**config.mk**
```make
export PLATFORM = sky130hd
export DESIGN_NAME = rm_lane_event_scheduler
export DESIGN_NICKNAME = d
export VERILOG_FILES = /design/src/rtl/rm_lane_event_scheduler.sv
export SDC_FILE = /design/constraint.sdc
export NUM_CORES = 1
export LEC_CHECK = 0
export BUFFER_PORTS_ARGS = -buffer_cell sky130_fd_sc_hd__buf_2
export CORE_ASPECT_RATIO = 1.2
export CORE_UTILIZATION = 55
export CTS_CLUSTER_SIZE = 20
export DETAILED_ROUTE_END_ITERATION = 10
export PLACE_DENSITY = 0.78
export SLEW_MARGIN = 20
export SYNTH_ARGS = -nofsm -noshare
export SYNTH_HDL_FRONTEND = slang
export SYNTH_SLANG_ARGS = --single-unit
```
**constraint.sdc**
```tcl
create_clock -name clk_i -period 5.71 [get_ports clk_i]
set_input_delay 0.571 -clock clk_i [delete_from_list [all_inputs] [get_ports clk_i]]
set_output_delay 0.571 -clock clk_i [all_outputs]
set_load 0.03 [all_outputs]
```
**src/rtl/rm_lane_event_scheduler.sv**
```systemverilog
// rtl/rm_lane_event_scheduler.sv - sticky per-lane event capture and round-robin issue onto one event port
// Pending bits are cleared when their event is loaded into the output register.
module rm_lane_event_scheduler #(
   parameter  int NUM_LANES  = 5,
   parameter  int NUM_EVENTS = 10,
   parameter  int CNT_W      = 8,
   localparam int LANE_W     = (NUM_LANES  > 1) ? $clog2(NUM_LANES)  : 1,
   localparam int EVT_W      = (NUM_EVENTS > 1) ? $clog2(NUM_EVENTS) : 1
) (
   input  logic                                  clk_i,
   input  logic                                  rst_i,
   input  logic                                  enable_i,
   input  logic [NUM_LANES-1:0][NUM_EVENTS-1:0]  lane_vector_i,
   input  logic [NUM_LANES-1:0]                  lane_reset_i,
   output logic                                  evt_valid_o,
   input  logic                                  evt_ready_i,
   output logic [LANE_W-1:0]                     evt_lane_o,
   output logic [EVT_W-1:0]                      evt_id_o,
   output logic [NUM_LANES-1:0][NUM_EVENTS-1:0]  pending_o,
   output logic [NUM_LANES-1:0][CNT_W-1:0]       drop_cnt_o
);

   typedef enum logic {
      S_IDLE = 1'b0,
      S_HOLD = 1'b1
   } state_t;

   state_t                                r_state;
   state_t                                w_state_nxt;
   logic [NUM_LANES-1:0][NUM_EVENTS-1:0]  r_pending;
   logic [NUM_LANES-1:0][CNT_W-1:0]       r_drop_cnt;
   logic [LANE_W-1:0]                     r_rr_ptr;
   logic [LANE_W-1:0]                     r_lane;
   logic [EVT_W-1:0]                      r_id;

   logic                                  w_any;
   logic                                  w_load;
   logic                                  w_found;
   logic [LANE_W-1:0]                     w_grant_lane;
   logic [NUM_EVENTS-1:0]                 w_grant_vec;
   logic [EVT_W-1:0]                      w_grant_id;
   logic [LANE_W-1:0]                     w_rr_next;
   logic [NUM_LANES-1:0][NUM_EVENTS-1:0]  w_issue_mask;

   assign w_any  = |r_pending;
   assign w_load = ((r_state == S_IDLE) || evt_ready_i) && enable_i && w_any;

   // Two ascending passes: lanes at/after the pointer first, then the wrapped lanes below it.
   always_comb begin
      w_found      = 1'b0;
      w_grant_lane = '0;
      w_grant_vec  = '0;
      for (int l = 0; l < NUM_LANES; l++) begin
         if (!w_found && (LANE_W'(l) >= r_rr_ptr) && (|r_pending[l])) begin
            w_found      = 1'b1;
            w_grant_lane = LANE_W'(l);
            w_grant_vec  = r_pending[l];
         end
      end
      for (int l = 0; l < NUM_LANES; l++) begin
         if (!w_found && (LANE_W'(l) < r_rr_ptr) && (|r_pending[l])) begin
            w_found      = 1'b1;
            w_grant_lane = LANE_W'(l);
            w_grant_vec  = r_pending[l];
         end
      end
   end

   always_comb begin
      w_grant_id = '0;
      for (int e = NUM_EVENTS - 1; e >= 0; e--) begin
         if (w_grant_vec[e]) begin
            w_grant_id = EVT_W'(e);
         end
      end
   end

   assign w_rr_next = (w_grant_lane == LANE_W'(NUM_LANES - 1)) ? '0 : w_grant_lane + LANE_W'(1);

   always_comb begin
      w_issue_mask = '0;
      for (int l = 0; l < NUM_LANES; l++) begin
         for (int e = 0; e < NUM_EVENTS; e++) begin
            w_issue_mask[l][e] = w_load && (w_grant_lane == LANE_W'(l)) && (w_grant_id == EVT_W'(e));
         end
      end
   end

   // A re-strobe of the issuing bit re-arms it and is not a collision, since the mask removes it first.
   always_ff @(posedge clk_i) begin
      if (rst_i) begin
         r_pending  <= '0;
         r_drop_cnt <= '0;
      end else begin
         for (int l = 0; l < NUM_LANES; l++) begin
            if (lane_reset_i[l]) begin
               r_pending[l]  <= '0;
               r_drop_cnt[l] <= '0;
            end else begin
               r_pending[l] <= (r_pending[l] & ~w_issue_mask[l]) | lane_vector_i[l];
               if ((|(lane_vector_i[l] & r_pending[l] & ~w_issue_mask[l])) &&
                   (r_drop_cnt[l] != {CNT_W{1'b1}})) begin
                  r_drop_cnt[l] <= r_drop_cnt[l] + CNT_W'(1);
               end
            end
         end
      end
   end

   always_ff @(posedge clk_i) begin
      if (rst_i) begin
         r_rr_ptr <= '0;
         r_lane   <= '0;
         r_id     <= '0;
      end else if (w_load) begin
         r_rr_ptr <= w_rr_next;
         r_lane   <= w_grant_lane;
         r_id     <= w_grant_id;
      end
   end

   always_ff @(posedge clk_i) begin
      if (rst_i) begin
         r_state <= S_IDLE;
      end else begin
         r_state <= w_state_nxt;
      end
   end

   always_comb begin
      w_state_nxt = r_state;
      case (r_state)
         S_IDLE: begin
            if (w_load) begin
               w_state_nxt = S_HOLD;
            end
         end
         S_HOLD: begin
            if (evt_ready_i && !w_load) begin
               w_state_nxt = S_IDLE;
            end
         end
         default: w_state_nxt = S_IDLE;
      endcase
   end

   assign evt_valid_o = (r_state == S_HOLD);
   assign evt_lane_o  = r_lane;
   assign evt_id_o    = r_id;
   assign pending_o   = r_pending;
   assign drop_cnt_o  = r_drop_cnt;

endmodule

```
# Yosys cells after proc, flatten, opt, wreduce, memory -nomap -nowiden
# Index checks and enable logic that the tools add are counted.
[op_classes] eq_ne=18 mux=42 add_sub_neg=6 n_reduce_logical=111 n_bitwise=26 order_cmp=10
[op_table] op="$and A10 B10 Y10" count=15
[op_table] op="$mux W10" count=10
[op_table] op="$reduce_or A10 Y1" count=10
[op_table] op="$logic_and A1 B1 Y1" count=82
[op_table] op="$not A10 Y10" count=5
[op_table] op="$or A10 B10 Y10" count=5
[op_table] op="$reduce_or A50 Y1" count=1
[op_table] op="$add A8 B1 Y8 const B" count=5
[op_table] op="$mux W4" count=10
[op_table] op="$ne A8 B8 Y1 const B" count=5
[op_table] op="$mux W3" count=9
[op_table] op="$eq A4 B3 Y1 const B" count=4
[op_table] op="$mux W1" count=12
[op_table] op="$logic_not A1 Y1" count=10
[op_table] op="$reduce_or A2 Y1" count=5
[op_table] op="$eq A4 B2 Y1 const B" count=2
[op_table] op="$eq A4 B4 Y1 const B" count=2
[op_table] op="$eq A3 B2 Y1 const B" count=2
[op_table] op="$ge A1 B3 Y1 const A" count=2
[op_table] op="$ge A2 B3 Y1 const A" count=2
[op_table] op="$lt A1 B3 Y1 const A" count=2
[op_table] op="$lt A2 B3 Y1 const A" count=2
[op_table] op="$eq A4 B1 Y1 const B" count=1
[op_table] op="$logic_not A4 Y1" count=1
[op_table] op="9 further kinds" count=9
[word_totals] input_bits=59 word_cells=227 output_inout_bits=98 regBits=101

# Logic depth before layout (Yosys ltp)
[logic_depth] depth_word=55 depth_mapped=20 mapped_depth_nobuf=17

# Worst setup path before layout
# OpenSTA, ideal clock, no wires.
[synth_path] kind="register to register" from="register r_pending, in the netlist pending_o[26]" to="register r_drop_cnt, in the netlist drop_cnt_o[29]" path_stages_with_launch=20 required_ps=5581 period_less_slack_ps=4712 setup_ps=129 slack_ps=998 n_path_buf=2 t_arrival_ps=4583 path_cell_list="dfxtp_1 or4_4 o31ai_4 nand2_2 clkbuf_1 or2_2 o22ai_1 nor2_1 inv_1 ha_1 ha_1 and2_1 buf_1 a31oi_1 a221o_1 or4_4 o21ai_4 nor2_1 or4b_1 nand2_1"
[synth_via] elab_cells_between_ends=84 classes_between="eq/ne: 10; mux: 33; bitwise: 2; reduce/logical: 39"
[synth_lines] item="from (decl)" line="30" rtl="logic [NUM_LANES-1:0][NUM_EVENTS-1:0] r_pending;"
[synth_lines] item="from (signal, indexed assignment)" line="100" rtl="r_pending[l] <= (r_pending[l] & ~w_issue_mask[l]) | lane_vector_i[l];"
[synth_lines] item="$reduce_or A10 Y1 *" line="54, 61"
[synth_lines] item="$logic_and A1 B1 Y1" line="54" rtl="if (!w_found && (LANE_W'(l) >= r_rr_ptr) && (|r_pending[l])) begin"
[synth_lines] item="$mux W1" line="54"
[synth_lines] item="$logic_not A1 Y1" line="54"
[synth_lines] item="$logic_and A1 B1 Y1 (2 in a row)" line="54"
[synth_lines] item="$mux W1" line="54"
[synth_lines] item="$logic_not A1 Y1" line="54"
[synth_lines] item="$logic_and A1 B1 Y1 (2 in a row)" line="54"
[synth_lines] item="(+21 left out)"
[synth_lines] item="named net w_grant_lane[0]" line="39" rtl="logic [LANE_W-1:0] w_grant_lane;"
[synth_lines] item="$eq A3 B2 Y1 *" line="84" rtl="w_issue_mask[l][e] = w_load && (w_grant_lane == LANE_W'(l)) && (w_grant_id == EVT_W'(e));"
[synth_lines] item="$logic_and A1 B1 Y1 *" line="84"
[synth_lines] item="$logic_and A1 B1 Y1" line="84"
[synth_lines] item="$not A10 Y10 *" line="101" rtl="if ((|(lane_vector_i[l] & r_pending[l] & ~w_issue_mask[l])) &&"
[synth_lines] item="$and A10 B10 Y10 *" line="101"
[synth_lines] item="$reduce_or A10 Y1 *" line="101"
[synth_lines] item="$logic_and A1 B1 Y1 *" line="101"
[synth_lines] item="to (signal, indexed assignment)" line="103" rtl="r_drop_cnt[l] <= r_drop_cnt[l] + CNT_W'(1);"
[synth_lines] item="to (decl)" line="31" rtl="logic [NUM_LANES-1:0][CNT_W-1:0] r_drop_cnt;"
# The timed path passes the listed nets; every way through them passes the cells marked *.
# A chain may end at the register's enable or synchronous reset.

# Worst setup path after layout
[layout_path] from="register r_pending, in the netlist pending_o[10]" to="register r_drop_cnt, in the netlist drop_cnt_o[29]"
[layout_via] elab_chain_len=51 elab_cells_between_ends=90 classes_between="eq/ne: 10; mux: 36; bitwise: 2; reduce/logical: 42"
[layout_rtl] item="$reduce_or A10 Y1" line="54, 61"
[layout_rtl] item="$logic_and A1 B1 Y1" line="54"
[layout_rtl] item="$mux W1" line="54"
[layout_rtl] item="$logic_not A1 Y1" line="54"
[layout_rtl] item="$logic_and A1 B1 Y1 (2 in a row)" line="54"
[layout_rtl] item="$mux W1" line="54"
[layout_rtl] item="$logic_not A1 Y1" line="54"
[layout_rtl] item="$logic_and A1 B1 Y1 (2 in a row)" line="54"
[layout_rtl] item="(+24 left out)"
[layout_rtl] item="$mux W10" line="61" rtl="if (!w_found && (LANE_W'(l) < r_rr_ptr) && (|r_pending[l])) begin"
[layout_rtl] item="$mux W4 (10 in a row)" line="72" rtl="if (w_grant_vec[e]) begin"
[layout_rtl] item="$eq A4 B1 Y1, or another cell as far along" line="84"
[layout_rtl] item="$logic_and A1 B1 Y1" line="84"
[layout_rtl] item="$not A10 Y10 *" line="101"
[layout_rtl] item="$and A10 B10 Y10 *" line="101"
[layout_rtl] item="$reduce_or A10 Y1 *" line="101"
[layout_rtl] item="$logic_and A1 B1 Y1 *" line="101"
# Every way passes the cells marked *; elsewhere a longest branch is shown, timed or not.

==> run metrics <==
status completed; DRT Pass-1 Iters 7; Clk pwr share 27.1%; largest area contributor in the netlist dfxtp_1; RSZ-0062 raised after global routing no; drt total wl 26500 um; Final setup viols 0; Period Utilization, post-route 96.8%; max-cap viol count 0; Synth Cell Area 0.00659 mm2; Yosys Warn Count 0; Netlist cell types 74; leak pwr 3.37 nW; DRC 0; TritonCTS clock tree done; Initial Utilization 56.7%; Top FF cell, synth dfxtp_1; largest net degree at the start of global routing 22; H-tree depth 3; P_int 1.33 mW; CP endpoint kind register; clock sinks 101; Tmin final 5.53 ns; PD cells 289 mW/mm2; worst-skew pair later-pin latency 0.36 ns; io pins 157; Post-CTS Resized 0; synth top area cells dfxtp_1 (31%), a21oi_1 (6.5%), nor2_1 (5.5%); Die Span X 102 um; die area 0.0124 mm2; Final Cell Area 0.00798 mm2; Synth Register Bits 101; post-layout util 68.7%; clk slew on worst S/H paths 0.08 ns; post-detailed-route count of antenna-violating nets 0; detailed-route via count 8102; CP Max Fanout 16; CTS Hold Bufs 0; hpwl dp 20200 um; worst rel slew slack 29.0%; total CTS buffers 9; Startpoint Class register; 1st-iter DRT viols 856; Core ar. 0.0116 mm2; Combinational Power Share 38.6%; Worst VDD drop 153 uV; post-synthesis async set-or-reset flop share 0%; total power 2.31 mW; Net Sw Frac 42.4%; Fin Setup TNS 0 ns; area occupied by multi-input gates 0.00425 mm2; first-pass GRT wire length 40500 um; gpl congestion 1.15; CP arrival 5.77 ns; critical path class reg -> reg; post-DR wirelength/cell 22.1 um; Seq pwr share 34.3%; Worst EP required 5.96 ns; Chip Height 122 um; antenna violations before repair 1; number of global-route vias before repair 7460; Syn Inst Count 872; Worst Max-Slew Pin Slew 1.06 ns; Post-synth EDFFs 0; Worst Skew 0.0111 ns; fmax 181 MHz; post-synthesis sequential area ratio 30.7%; CTS root buffer clkbuf_16; Placed Area 0.00769 mm2; CTS Buffer Depth 2; Synth-to-Final Area Change 21.2%; Avg Vias per Cell 6.75; total track usage 43.3%; Switch Pwr 0.979 mW; Post-Syn Nets 941; FP Rows 43; fillers 1012; top cell type's share of synthesized area 30.7%; global route total overflow 0; Post CTS Setup Buffer Count 0; syn_area_per_cell 7.56 um2; fraction of layout instances using a drive strength above 1 24.7%; Port Buffer Count 156; Slew Viols, Final 0; register area 0.00202 mm2; NumNets Final 1106; endpoints failing hold 0; Hold Path Class in -> reg
[final timing paths]
kind,from,to,slack [ns],depth (start not counted)
worst max-delay path,pending_o[10],drop_cnt_o[29],0.18,14
worst min-delay path,lane_vector_i[37],pending_o[37],0.43,3
worst max register to register,pending_o[10],drop_cnt_o[29],0.18,14
worst min register to register,evt_id_o[1],evt_id_o[1],0.47,2
[critical path: stages, from the launching register on]
cell      delay (ns)
dfxtp_1         0.40
nor4_1          0.70
and4_1          0.53
a21oi_2         0.29
nor3_2          0.34
a211oi_1        0.17
o31ai_2         0.55
or4b_1          0.71
a32o_1          0.35
a221o_1         0.26
or4_4           0.54
o21ai_4         0.26
nor2_1          0.10
or4b_1          0.17
nand2_1         0.04
[cell type report]
| class | count | share of cell area, % |
|---|---|---|
| antenna | 1 | 0.0313 |
| clock inverter | 6 | 0.705 |
| multi-input combinational | 688 | 53.3 |
| sequential | 101 | 25.3 |
| timing repair buffer | 191 | 13.1 |
| tap | 157 | 2.46 |
| inverter | 46 | 2.16 |
| clock buffer | 10 | 2.99 |
[registers in the layout, summed over array words and instances (netlist names)]
signal       flops
evt_valid_o      1
drop_cnt_o      40
r_rr_ptr         3
pending_o       50
evt_id_o         4
evt_lane_o       3
[synth_stat cells, types with 6 or more instances]
library cell	count
or3_1	20
inv_1	46
o31a_1	8
a21oi_1	86
o21ai_0	51
nand3_1	45
and2_1	10
and3_1	16
o211ai_1	9
ha_1	10
a22oi_1	9
mux2i_1	14
clkbuf_1	28
dfxtp_1	101
or4_4	6
a31o_2	8
nor2_1	96
nor3_1	19
a31oi_1	18
or2_2	14
nand4_1	12
xnor2_1	6
nand2_1	67
o22ai_1	12
a211oi_1	11
o21a_1	10
a32oi_1	7
o311ai_0	7
nor4_1	12
[cells by family after synthesis]
| kind of cell | share of synthesized area (%) |
|---|---|
| adders and majority gates | 1.90 |
| AOI/OAI and AO/OA | 32.3 |
| buffers and inverters | 4.80 |
| muxes | 2.81 |
| xor gates and xnor gates | 1.33 |
| and+or+nand+nor | 26.2 |
| DFF | 30.7 |
[per-stage QoR]
step,hold slack [ns],cells,setup WS [ns]
after floorplan,0.554,872,0.998
after global placement,0.456,1183,0.457
after detailed placement,0.473,1183,0.476
after CTS,0.435,1199,0.409
after global routing,0.458,1199,0.0776
final,0.432,1200,0.184
[cells in the final DEF (no fill, tap or decap), drive strengths merged, types with 12 or more instances in the layout]
cell type / n
mux2i: 14
or2: 14
nand3: 46
or3: 20
inv: 48
nor3: 22
nand2: 68
a21oi: 87
buf: 191
o21ai: 57
nor4: 13
nand4: 12
nor2: 96
dfxtp: 101
and3: 16
o22ai: 12
a31oi: 18
[power by group through the flow]
stage	combinational [mW]	sequential (mW)	clock, mW
after floorplan	0.478	0.843	0
after global placement	0.847	0.803	0
after detailed placement	0.843	0.803	0
after CTS	0.848	0.786	0.627
after global routing	0.934	0.795	0.654
final	0.891	0.792	0.624
[per-layer routing]
| layer | vias to the layer above | share of wire, % | track usage [%] |
|---|---|---|---|
| met5 | - | 0 | 0 |
| met1 | 3764 | 38 | 53.8 |
| met2 | 555 | 44 | 66.7 |
| met3 | 154 | 11 | 12.6 |
| met4 | 0 | 6.7 | 24.6 |
| li1 | 3629 | - | - |
Note: power is estimated with default switching activity, not from simulation.
